$ cat config.mk
export PLATFORM = sky130hd
export DESIGN_NAME = instr_aligner
export DESIGN_NICKNAME = d
export VERILOG_FILES = /design/src/rtl/instr_aligner.sv
export SDC_FILE = /design/constraint.sdc
export NUM_CORES = 1
export LEC_CHECK = 0
export ABC_CLOCK_PERIOD_IN_PS = 5720
export BUFFER_PORTS_ARGS = -buffer_cell sky130_fd_sc_hd__buf_2
export CAP_MARGIN = 10
export CELL_PAD_IN_SITES_DETAIL_PLACEMENT = 1
export CELL_PAD_IN_SITES_GLOBAL_PLACEMENT = 1
export CORE_MARGIN = 1.5
export CORE_UTILIZATION = 45
export CTS_CLUSTER_SIZE = 14
export DETAILED_ROUTE_END_ITERATION = 10
export PLACE_DENSITY_LB_ADDON = 0.1
export SLEW_MARGIN = 10
export SYNTH_ARGS = -nofsm -noshare
export SYNTH_HDL_FRONTEND = slang
export SYNTH_SLANG_ARGS = --single-unit
$ cat constraint.sdc
create_clock -name I_clk -period 5.72 [get_ports I_clk]
set_input_delay 1.43 -clock I_clk [delete_from_list [all_inputs] [get_ports I_clk]]
set_output_delay 1.43 -clock I_clk [all_outputs]
set_load 0.02 [all_outputs]
$ cat src/rtl/instr_aligner.sv
// rtl/instr_aligner.sv - halfword realignment buffer between word fetch and instruction decode
module instr_aligner #(
  parameter int          DEPTH    = 8,
  parameter int          C_EXT    = 1,
  parameter logic [31:0] PC_RESET = 32'h0000_0000
) (
  input  logic        I_clk,
  input  logic        I_reset,
  input  logic        I_flush,
  input  logic [31:0] I_flush_pc,
  input  logic        I_fetch_valid,
  input  logic [31:0] I_fetch_data,
  output logic        O_fetch_ready,
  output logic        O_valid,
  input  logic        I_ready,
  output logic [31:0] O_instr,
  output logic [31:0] O_pc,
  output logic        O_compressed,
  output logic        O_illegal
);

  localparam int          AW          = $clog2(DEPTH);
  localparam bit          CX          = (C_EXT != 0);
  localparam int unsigned READY_MAX_I = DEPTH - 2;
  localparam logic [AW:0] READY_MAX   = READY_MAX_I[AW:0];
  localparam logic [AW:0] ONE         = {{AW{1'b0}}, 1'b1};
  localparam logic [AW:0] TWO         = {{(AW-1){1'b0}}, 2'b10};

  logic [15:0] slot [DEPTH];
  logic [AW:0] head, tail, count;
  logic [AW:0] head_p1, tail_p1;
  logic [AW:0] push_amt, pop_amt;
  logic        discard_low;
  logic [31:0] pc;
  logic [15:0] h0, h1;
  logic        is_comp, low_not_32;
  logic        push, pop;
  logic        unused_flush_pc_lsb;

  assign unused_flush_pc_lsb = I_flush_pc[0];

  // Pointers carry one extra wrap bit so a full buffer differs from an empty one.
  assign count   = tail - head;
  assign head_p1 = head + ONE;
  assign tail_p1 = tail + ONE;

  assign h0         = slot[head[AW-1:0]];
  assign h1         = slot[head_p1[AW-1:0]];
  assign low_not_32 = (h0[1:0] != 2'b11);
  assign is_comp    = CX && low_not_32;

  assign O_fetch_ready = (count <= READY_MAX);
  assign O_valid       = is_comp ? (count >= ONE) : (count >= TWO);
  assign O_instr       = is_comp ? {16'h0000, h0} : {h1, h0};
  assign O_pc          = pc;
  assign O_compressed  = is_comp;
  assign O_illegal     = !CX && O_valid && low_not_32;

  assign push     = I_fetch_valid && O_fetch_ready && !I_flush;
  assign pop      = O_valid && I_ready && !I_flush;
  assign push_amt = discard_low ? ONE : TWO;
  assign pop_amt  = is_comp ? ONE : TWO;

  // Slot contents need no reset: the pointers alone decide what is live.
  always_ff @(posedge I_clk) begin
    if (push) begin
      if (discard_low) begin
        slot[tail[AW-1:0]] <= I_fetch_data[31:16];
      end else begin
        slot[tail[AW-1:0]]    <= I_fetch_data[15:0];
        slot[tail_p1[AW-1:0]] <= I_fetch_data[31:16];
      end
    end
  end

  always_ff @(posedge I_clk or posedge I_reset) begin
    if (I_reset) begin
      head        <= '0;
      tail        <= '0;
      discard_low <= 1'b0;
      pc          <= PC_RESET;
    end else if (I_flush) begin
      head        <= '0;
      tail        <= '0;
      discard_low <= CX && I_flush_pc[1];
      // Without compressed support every target is word aligned.
      pc          <= CX ? {I_flush_pc[31:1], 1'b0} : {I_flush_pc[31:2], 2'b00};
    end else begin
      if (push) begin
        tail        <= tail + push_amt;
        discard_low <= 1'b0;
      end
      if (pop) begin
        head <= head + pop_amt;
        pc   <= pc + (is_comp ? 32'd2 : 32'd4);
      end
    end
  end

endmodule

==> run_results.csv, run 1 <==
group,metric,value,unit
yosys,synth_edf_count,128,
yosys,ys_types,68,
cts,clock_path_buffers,2,
global_route,grt-ovfl-total,0,
pwr,vdd_drop_max,245,µV
place,dp_slack,1.39,ns
critical_path,critPathArrivalTime,3.31,ns
drt,wire_per_inst,25.0,µm
yosys,yosysSeqAreaShare,45.1,%
yosys,synthArstFlopShare,23.8,%
global_route,grt_pass1_vias,8505,
cts,ctsResizeCount,0,
cts,htreeDepth,4,
yosys,syn-cell-area,10700,µm²
sta,setup_viol,0,
yosys,syn_avg_cell_area,12.5,µm²
drt,drtIter0Drc,569,
sta,timing.fmax,0.211,GHz
sta,slew_viol_final,0,
job,maxCapViolCount,0,
final_layout,fin_nets,1070,
critical_path,start_kind,"flop",
sta,finalCritPeriodShare,82.9,%
cts,root_buffer,"clkbuf_16",
final_layout,antenna_cells,0,
floorplanning,rows,56,
drt,wl,33.0,mm
cts,clkSinkCount,168,
yosys,synth_cells,861,
place,port_buffers,133,
critical_path,critPathMaxFanout,19,
yosys,post_synth_and_or_nand_nor_area_fraction,11.4,%
floorplanning,die-area,24800,µm²
floorplanning,fp.dieW,157,µm
floorplanning,core_area,23400,µm²
drt,firstDrtPassIters,5,
drt,ant_nets,0,
place,hpwl,20.8,mm
yosys,synth_top_family_by_area,"multiplexers",
yosys,synth-compound-area-share,9.95,%
cts,path_clk_slew,0.08,ns
critical_path,timing_worst_setup_path_type,"flop to output port",
outcome,status,"completed",
yosys,yosysWarnings,0,
cts,clock_insertion_delay_worst_skew,0.44,ns
pwr,powerDensity,446,nW/µm²
sta,worst_slew_pin_slew,1.04,ns
sta,finalHoldViolCount,0,
final_layout,drive_above_1_share,41.4,%
drt,via_count,8180,
global_route,grt_max_degree,89,
yosys,synthXorXnorAreaFrac,0.571,%
drt,post-route-drc-count,0,
cts,postCtsSetupBuffers,0,
sta,fin_ws,0.980,ns
sta,finalClockSkew,0.0147,ns
sta,rsz0062_at_grt,"false",
global_route,groute.usage.overall,27.6,%
yosys,synthMuxAreaShare,27.5,%
floorplanning,io_pins,137,
critical_path,end_kind,"output port",
cts,postCtsHoldBufs,0,
hold_path,hp-class,"flop to flop",
yosys,synth-seq-cells,168,
critical_path,worst_ep_required_time,4.29,ns
final_layout,area_delta_synth_final,15.3,%
sta,max_slew_margin,30.1,%
global_route,grt_first_pass_wirelength,50.6,mm
yosys,synthAdderAreaFrac,2.03,%
global_route,antenna_found_initial,2,
place,gp_congestion,0.739,
floorplanning,die_h,157,µm
sta,tns,0,ns
cts,cts_tree,"done",
floorplanning,start_util,45.9,%
cts,cts_made_buffers,17,
sta,fin_crit,4.74,ns
drt,vias_per_cell,6.21,
pwr,power.leakage,4.48,nW
yosys,synthFlopType,"edfxtp_1",
-- cell type report --
cell class,instances,area [µm²]
repair buffers,160,868
flip-flops and latches,168,4850
inverters,20,75.1
clock inverters,14,185
well taps,319,399
fillers,2510,11000
multi-input cells,619,5570
clock buffers,17,425
-- stage by stage --
| step | hold slack [ns] | total power (W) | cell area (µm²) | std cells | utilization [%] |
|---|---|---|---|---|---|
| final | 0.590 | 0.00552 | 12400 | 1317 | 52.9 |
| after global routing | 0.661 | 0.00581 | 12400 | 1317 | 52.9 |
| after CTS | 0.594 | 0.00555 | 12400 | 1317 | 52.9 |
| after floorplan | 0.569 | 0.00347 | 10700 | 862 | - |
| after detailed placement | 0.587 | 0.00429 | 11800 | 1286 | 50.3 |
| after global placement | 0.567 | 0.00423 | 11800 | 1286 | 50.3 |
-- metal layers --
metal	vias to the layer above	part of all wire [%]	GRT usage, %
met5	-	0.061	0
met4	4	1.8	8.58
met3	45	4.6	4.27
met2	247	51	47.6
met1	4209	43	35.8
li1	3675	-	-
-- cells by family (layout without fill, tap and decap cells) --
group	Yosys count	in the layout
other	1	2
buffers and inverters	75	211
flip-flops	168	168
AND/OR/NAND/NOR	252	252
XOR/XNOR	7	7
adder cells (fa/ha/maj)	15	15
multiplexers	196	196
AO/OA/AOI/OAI	147	147
-- placed cells by master, fill, tap and decap left out, drive strengths merged, types with 5 or more instances in the layout --
cell type,count
a2111o,6
a21oi,38
a22oi,9
a31oi,5
and3,5
buf,160
clkbuf,17
dfrtp,40
edfxtp,128
ha,11
inv,25
mux2,130
mux4,64
nand2,111
nand3,39
nand4,11
nor2,26
nor2b,14
nor3,20
nor4,10
o2111ai,13
o211ai,18
o21ai,16
o311ai,7
-- flip-flops by register name, indices dropped and copies added, names as in the netlist --
signal / cells
slot: 128
O_pc: 31
head: 4
tail: 4
discard_low: 1
-- power breakdown --
part / switching, W / internal (W) / total (W)
combinational: 0.00156 / 0.000989 / 0.00255
sequential: 0.000189 / 0.00154 / 0.00172
clock: 0.000543 / 0.000699 / 0.00124
-- final timing paths --
path                       startpoint  endpoint  slack (ns)  depth (start not counted)
max                           head[2]   O_valid        0.98                          8
min                           O_pc[7]   O_pc[7]        0.59                          2
max reg2reg                   head[2]  O_pc[13]        1.36                         11
min reg2reg                   O_pc[7]   O_pc[7]        0.59                          2
max in group asynchronous     I_reset   head[0]        4.15                          3
min in group asynchronous     I_reset  O_pc[21]        1.13                          3
-- synthesized netlist by cell type, types with 12 or more instances --
library cell / count / area share [%]
nor2_1: 22 / 0.77
nor3_1: 18 / 0.84
clkbuf_1: 25 / 0.87
nand3_1: 37 / 1.7
mux2_2: 129 / 14
o2111ai_1: 12 / 0.98
nand2_1: 111 / 3.9
inv_1: 16 / 0.56
mux4_2: 64 / 13
a21oi_1: 35 / 1.6
dfrtp_1: 40 / 9.3
nor2b_1: 14 / 0.82
edfxtp_1: 128 / 36
o211ai_1: 18 / 1.3
-- critical path, cell delays in order (launching register included) --
cell	delay, ns
dfrtp_1	0.72
mux4_2	0.61
mux2i_4	0.28
inv_2	0.09
nand2_1	0.10
buf_4	0.32
inv_1	0.22
o21ai_0	0.31
buf_2	0.23
Note: power is estimated with default switching activity, not from simulation.
==> run 2, diff against run 1 <==
--- a/config.mk
+++ b/config.mk
@@ -5,13 +5,14 @@
 export SDC_FILE = /design/constraint.sdc
 export NUM_CORES = 1
 export LEC_CHECK = 0
-export ABC_CLOCK_PERIOD_IN_PS = 5720
+export ABC_AREA = 1
+export ABC_CLOCK_PERIOD_IN_PS = 4500
 export BUFFER_PORTS_ARGS = -buffer_cell sky130_fd_sc_hd__buf_2
 export CAP_MARGIN = 10
 export CELL_PAD_IN_SITES_DETAIL_PLACEMENT = 1
 export CELL_PAD_IN_SITES_GLOBAL_PLACEMENT = 1
 export CORE_MARGIN = 1.5
-export CORE_UTILIZATION = 45
+export CORE_UTILIZATION = 43
 export CTS_CLUSTER_SIZE = 14
 export DETAILED_ROUTE_END_ITERATION = 10
 export PLACE_DENSITY_LB_ADDON = 0.1
==> constraint.sdc (replaced) <==
create_clock -name I_clk -period 4.5 [get_ports I_clk]
set_input_delay 1.125 -clock I_clk [delete_from_list [all_inputs] [get_ports I_clk]]
set_output_delay 1.125 -clock I_clk [all_outputs]
set_load 0.02 [all_outputs]
==> run 2 against run 1 <==
  * First-iteration DRC count is 100% higher
  * Register-to-register slack worse by 1.0 ns
  * Clock-buffer cell count stayed put
  * Cell area is 9.7% higher
  * Critical path depth is 3 higher
  * Sequential share of layout area is 3.5 points lower
  * Via count is 56% higher
  * Critical path type unchanged
  * Critical endpoint is now O_instr[21]
  * Largest cell class unchanged
  * Largest power group unchanged
  * Highest routed layer is now met4
==> run_results.csv, run 2 <==
group,metric,value,unit
global_route,grt_max_degree,129,
yosys,synthTopCellsByCount,"nand2_1, nand3_1, edfxtp_1",
sta,rsz0062_at_grt,"false",
job,maxCapViolCount,0,
final_layout,area_delta_synth_final,13.7,%
global_route,met1_usage,39.7,%
yosys,syn-cell-area,11900,µm²
floorplanning,fp.dieW,170,µm
final_layout,instances_no_fill,2133,
cts,postCtsSetupBuffers,0,
final_layout,antenna_cells,0,
place,port_buffers,133,
sta,tns,0,ns
critical_path,r2r-start,"head[2]",
place,gp_congestion,0.895,
cts,clock_insertion_delay_worst_skew,0.44,ns
sta,finalCritPeriodShare,96.9,%
final_layout,largest_reg_flops,128,
yosys,yosysSeqAreaShare,40.6,%
pwr,powerDensity,660,nW/µm²
critical_path,end_kind,"output port",
cts,path_clk_slew,0.07,ns
global_route,grt_busiest_layer,"met2",
sta,timing.fmax,0.229,GHz
cts,htreeDepth,4,
yosys,synth_top_area_cell,"edfxtp_1",
drt,via_count,12700,
sta,max_slew_margin,52.6,%
drt,wire_per_inst,22.3,µm
critical_path,critPathArrivalTime,3.23,ns
pwr,p_clk_share,17.0,%
global_route,grt_pass1_vias,13000,
floorplanning,rows,60,
critical_path,cp-startpoint,"head[0]",
yosys,synth_cells,1668,
sta,finalClockSkew,0.0136,ns
yosys,synth.area.top_cells,"edfxtp_1, nand2_1, nand3_1",
yosys,synthArstFlopShare,23.8,%
global_route,grt-ovfl-total,0,
final_layout,multi_input_area,6070,µm²
sta,finalHoldViolCount,0,
critical_path,worst_ep_required_time,3.38,ns
global_route,groute.usage.overall,33.4,%
drt,firstDrtPassIters,6,
global_route,grt_first_pass_wirelength,72.1,mm
place,hpwl,31.2,mm
cts,cts_made_buffers,17,
sta,worst_slew_pin_slew,0.706,ns
critical_path,critPathMaxFanout,33,
pwr,p_sw,0.00464,W
floorplanning,die_h,170,µm
pwr,vdd_drop_max,371,µV
drt,drtIter0Drc,1151,
floorplanning,core_area,27100,µm²
yosys,synth-seq-cells,168,
yosys,ys_types,38,
yosys,synth_edf_count,128,
final_layout,final_common_cell,"nand2_1",
yosys,synth_most_common_cell,"nand2_1",
hold_path,hold_path_startpoint,"head[3]",
floorplanning,io_pins,137,
pwr,power.leakage,6.11,nW
pwr,p_seq_share,26.7,%
yosys,synthFlopType,"edfxtp_1",
yosys,synth_top_cell_area_share,32.2,%
cts,postCtsHoldBufs,0,
global_route,gr-usage-met2,58.5,%
final_layout,fin_nets,1833,
final_layout,final-seq-area,4850,µm²
pwr,pwr-share-comb,56.3,%
sta,fin_crit,4.36,ns
sta,setup_viol,0,
floorplanning,die-area,28800,µm²
critical_path,start_kind,"flop",
final_layout,nFillCells,3526,
yosys,yosysWarnings,0,
pwr,switching_share,51.8,%
global_route,antenna_found_initial,0,
cts,cts_tree,"done",
yosys,syn_avg_cell_area,7.16,µm²
outcome,status,"completed",
global_route,grt_use_met3,4.94,%
final_layout,drive_above_1_share,14.3,%
cts,clock_path_buffers,2,
pwr,cellInternalPower,0.00432,W
drt,post-route-drc-count,0,
cts,root_buffer,"clkbuf_16",
place,dp_slack,0.424,ns
critical_path,timing_worst_setup_path_type,"flop to output port",
drt,wl,47.5,mm
sta,fin_ws,0.140,ns
drt,vias_per_cell,5.97,
hold_path,hp-class,"flop to flop",
place,placed_cells,2101,
sta,slew_viol_final,0,
drt,ant_nets,0,
floorplanning,start_util,44.1,%
final_layout,final_cell_mix,"nand2_1, nand3_1, buf_2",
cts,clkSinkCount,168,
run 2: power by group through the flow:
stage                     Combinational [W]  Sequential (W)  Clock, W
final                               0.00505         0.00239   0.00153
after global routing                0.00545         0.00243   0.00159
after CTS                           0.00499         0.00239   0.00154
after detailed placement            0.00495         0.00242         0
after global placement              0.00481         0.00240         0
after floorplan                     0.00308         0.00249         0
run 2: metrics by stage:
stage / hold WS, ns / util, % / power, W / area [µm²]
after floorplan: 0.491 / - / 0.00557 / 11900
after global placement: 0.529 / 47.9 / 0.00721 / 13000
after detailed placement: 0.536 / 47.9 / 0.00736 / 13000
after CTS: 0.554 / 50.0 / 0.00892 / 13600
after global routing: 0.600 / 50.1 / 0.00947 / 13600
final: 0.549 / 50.1 / 0.00896 / 13600
run 2: worst paths after layout:
check / slack (ns) / to / cells after the start
max: 0.14 / O_instr[21] / 11
min in group asynchronous: 0.82 / O_pc[5] / 3
max in group asynchronous: 3.25 / head[0] / 3
min reg2reg: 0.55 / head[3] / 2
min: 0.55 / head[3] / 2
max reg2reg: 0.36 / slot[0][4] / 11
run 2: critical path, stage by stage (launching register included):
cell and delay (ns):
dfrtp_4 0.42, buf_4 0.33, clkinv_2 0.38, nand2_1 0.15, nand3_1 0.08, nand2_1 0.08
nand2_1 0.05, nand2_1 0.16, nand2_1 0.07, buf_4 0.22, a311oi_1 0.55, buf_2 0.29
run 2: timing repair:
| action | in CTS | in global routing |
|---|---|---|
| gates resized for setup | 0 | 2 |
| endpoints found under the setup margin | 0 | 2 |
| endpoints found under the hold margin | 0 | 0 |
run 2: kinds of logic after synthesis:
family | synth area share (%)
flip-flops | 40.6
adder cells (fa/ha/maj) | 1.82
other | 0.0314
AO/OA/AOI/OAI | 12.0
buffers and inverters | 8.98
XOR/XNOR | 1.32
AND/OR/NAND/NOR | 35.3
run 2: metal layers:
metal	vias to the layer above	wire length [µm]	part of all wire (%)
met5	-	0	0
met4	0	2590	5.4
met3	173	3780	8.0
met2	604	22800	48
met1	6127	18300	38
li1	5829	-	-
run 2: final cells by class:
type | count | area share, %
inverters | 133 | 3.69
multi-input cells | 1243 | 44.7
repair buffers | 186 | 8.19
clock buffers | 17 | 3.13
clock inverters | 14 | 1.19
flip-flops and latches | 168 | 35.7
well taps | 372 | 3.43
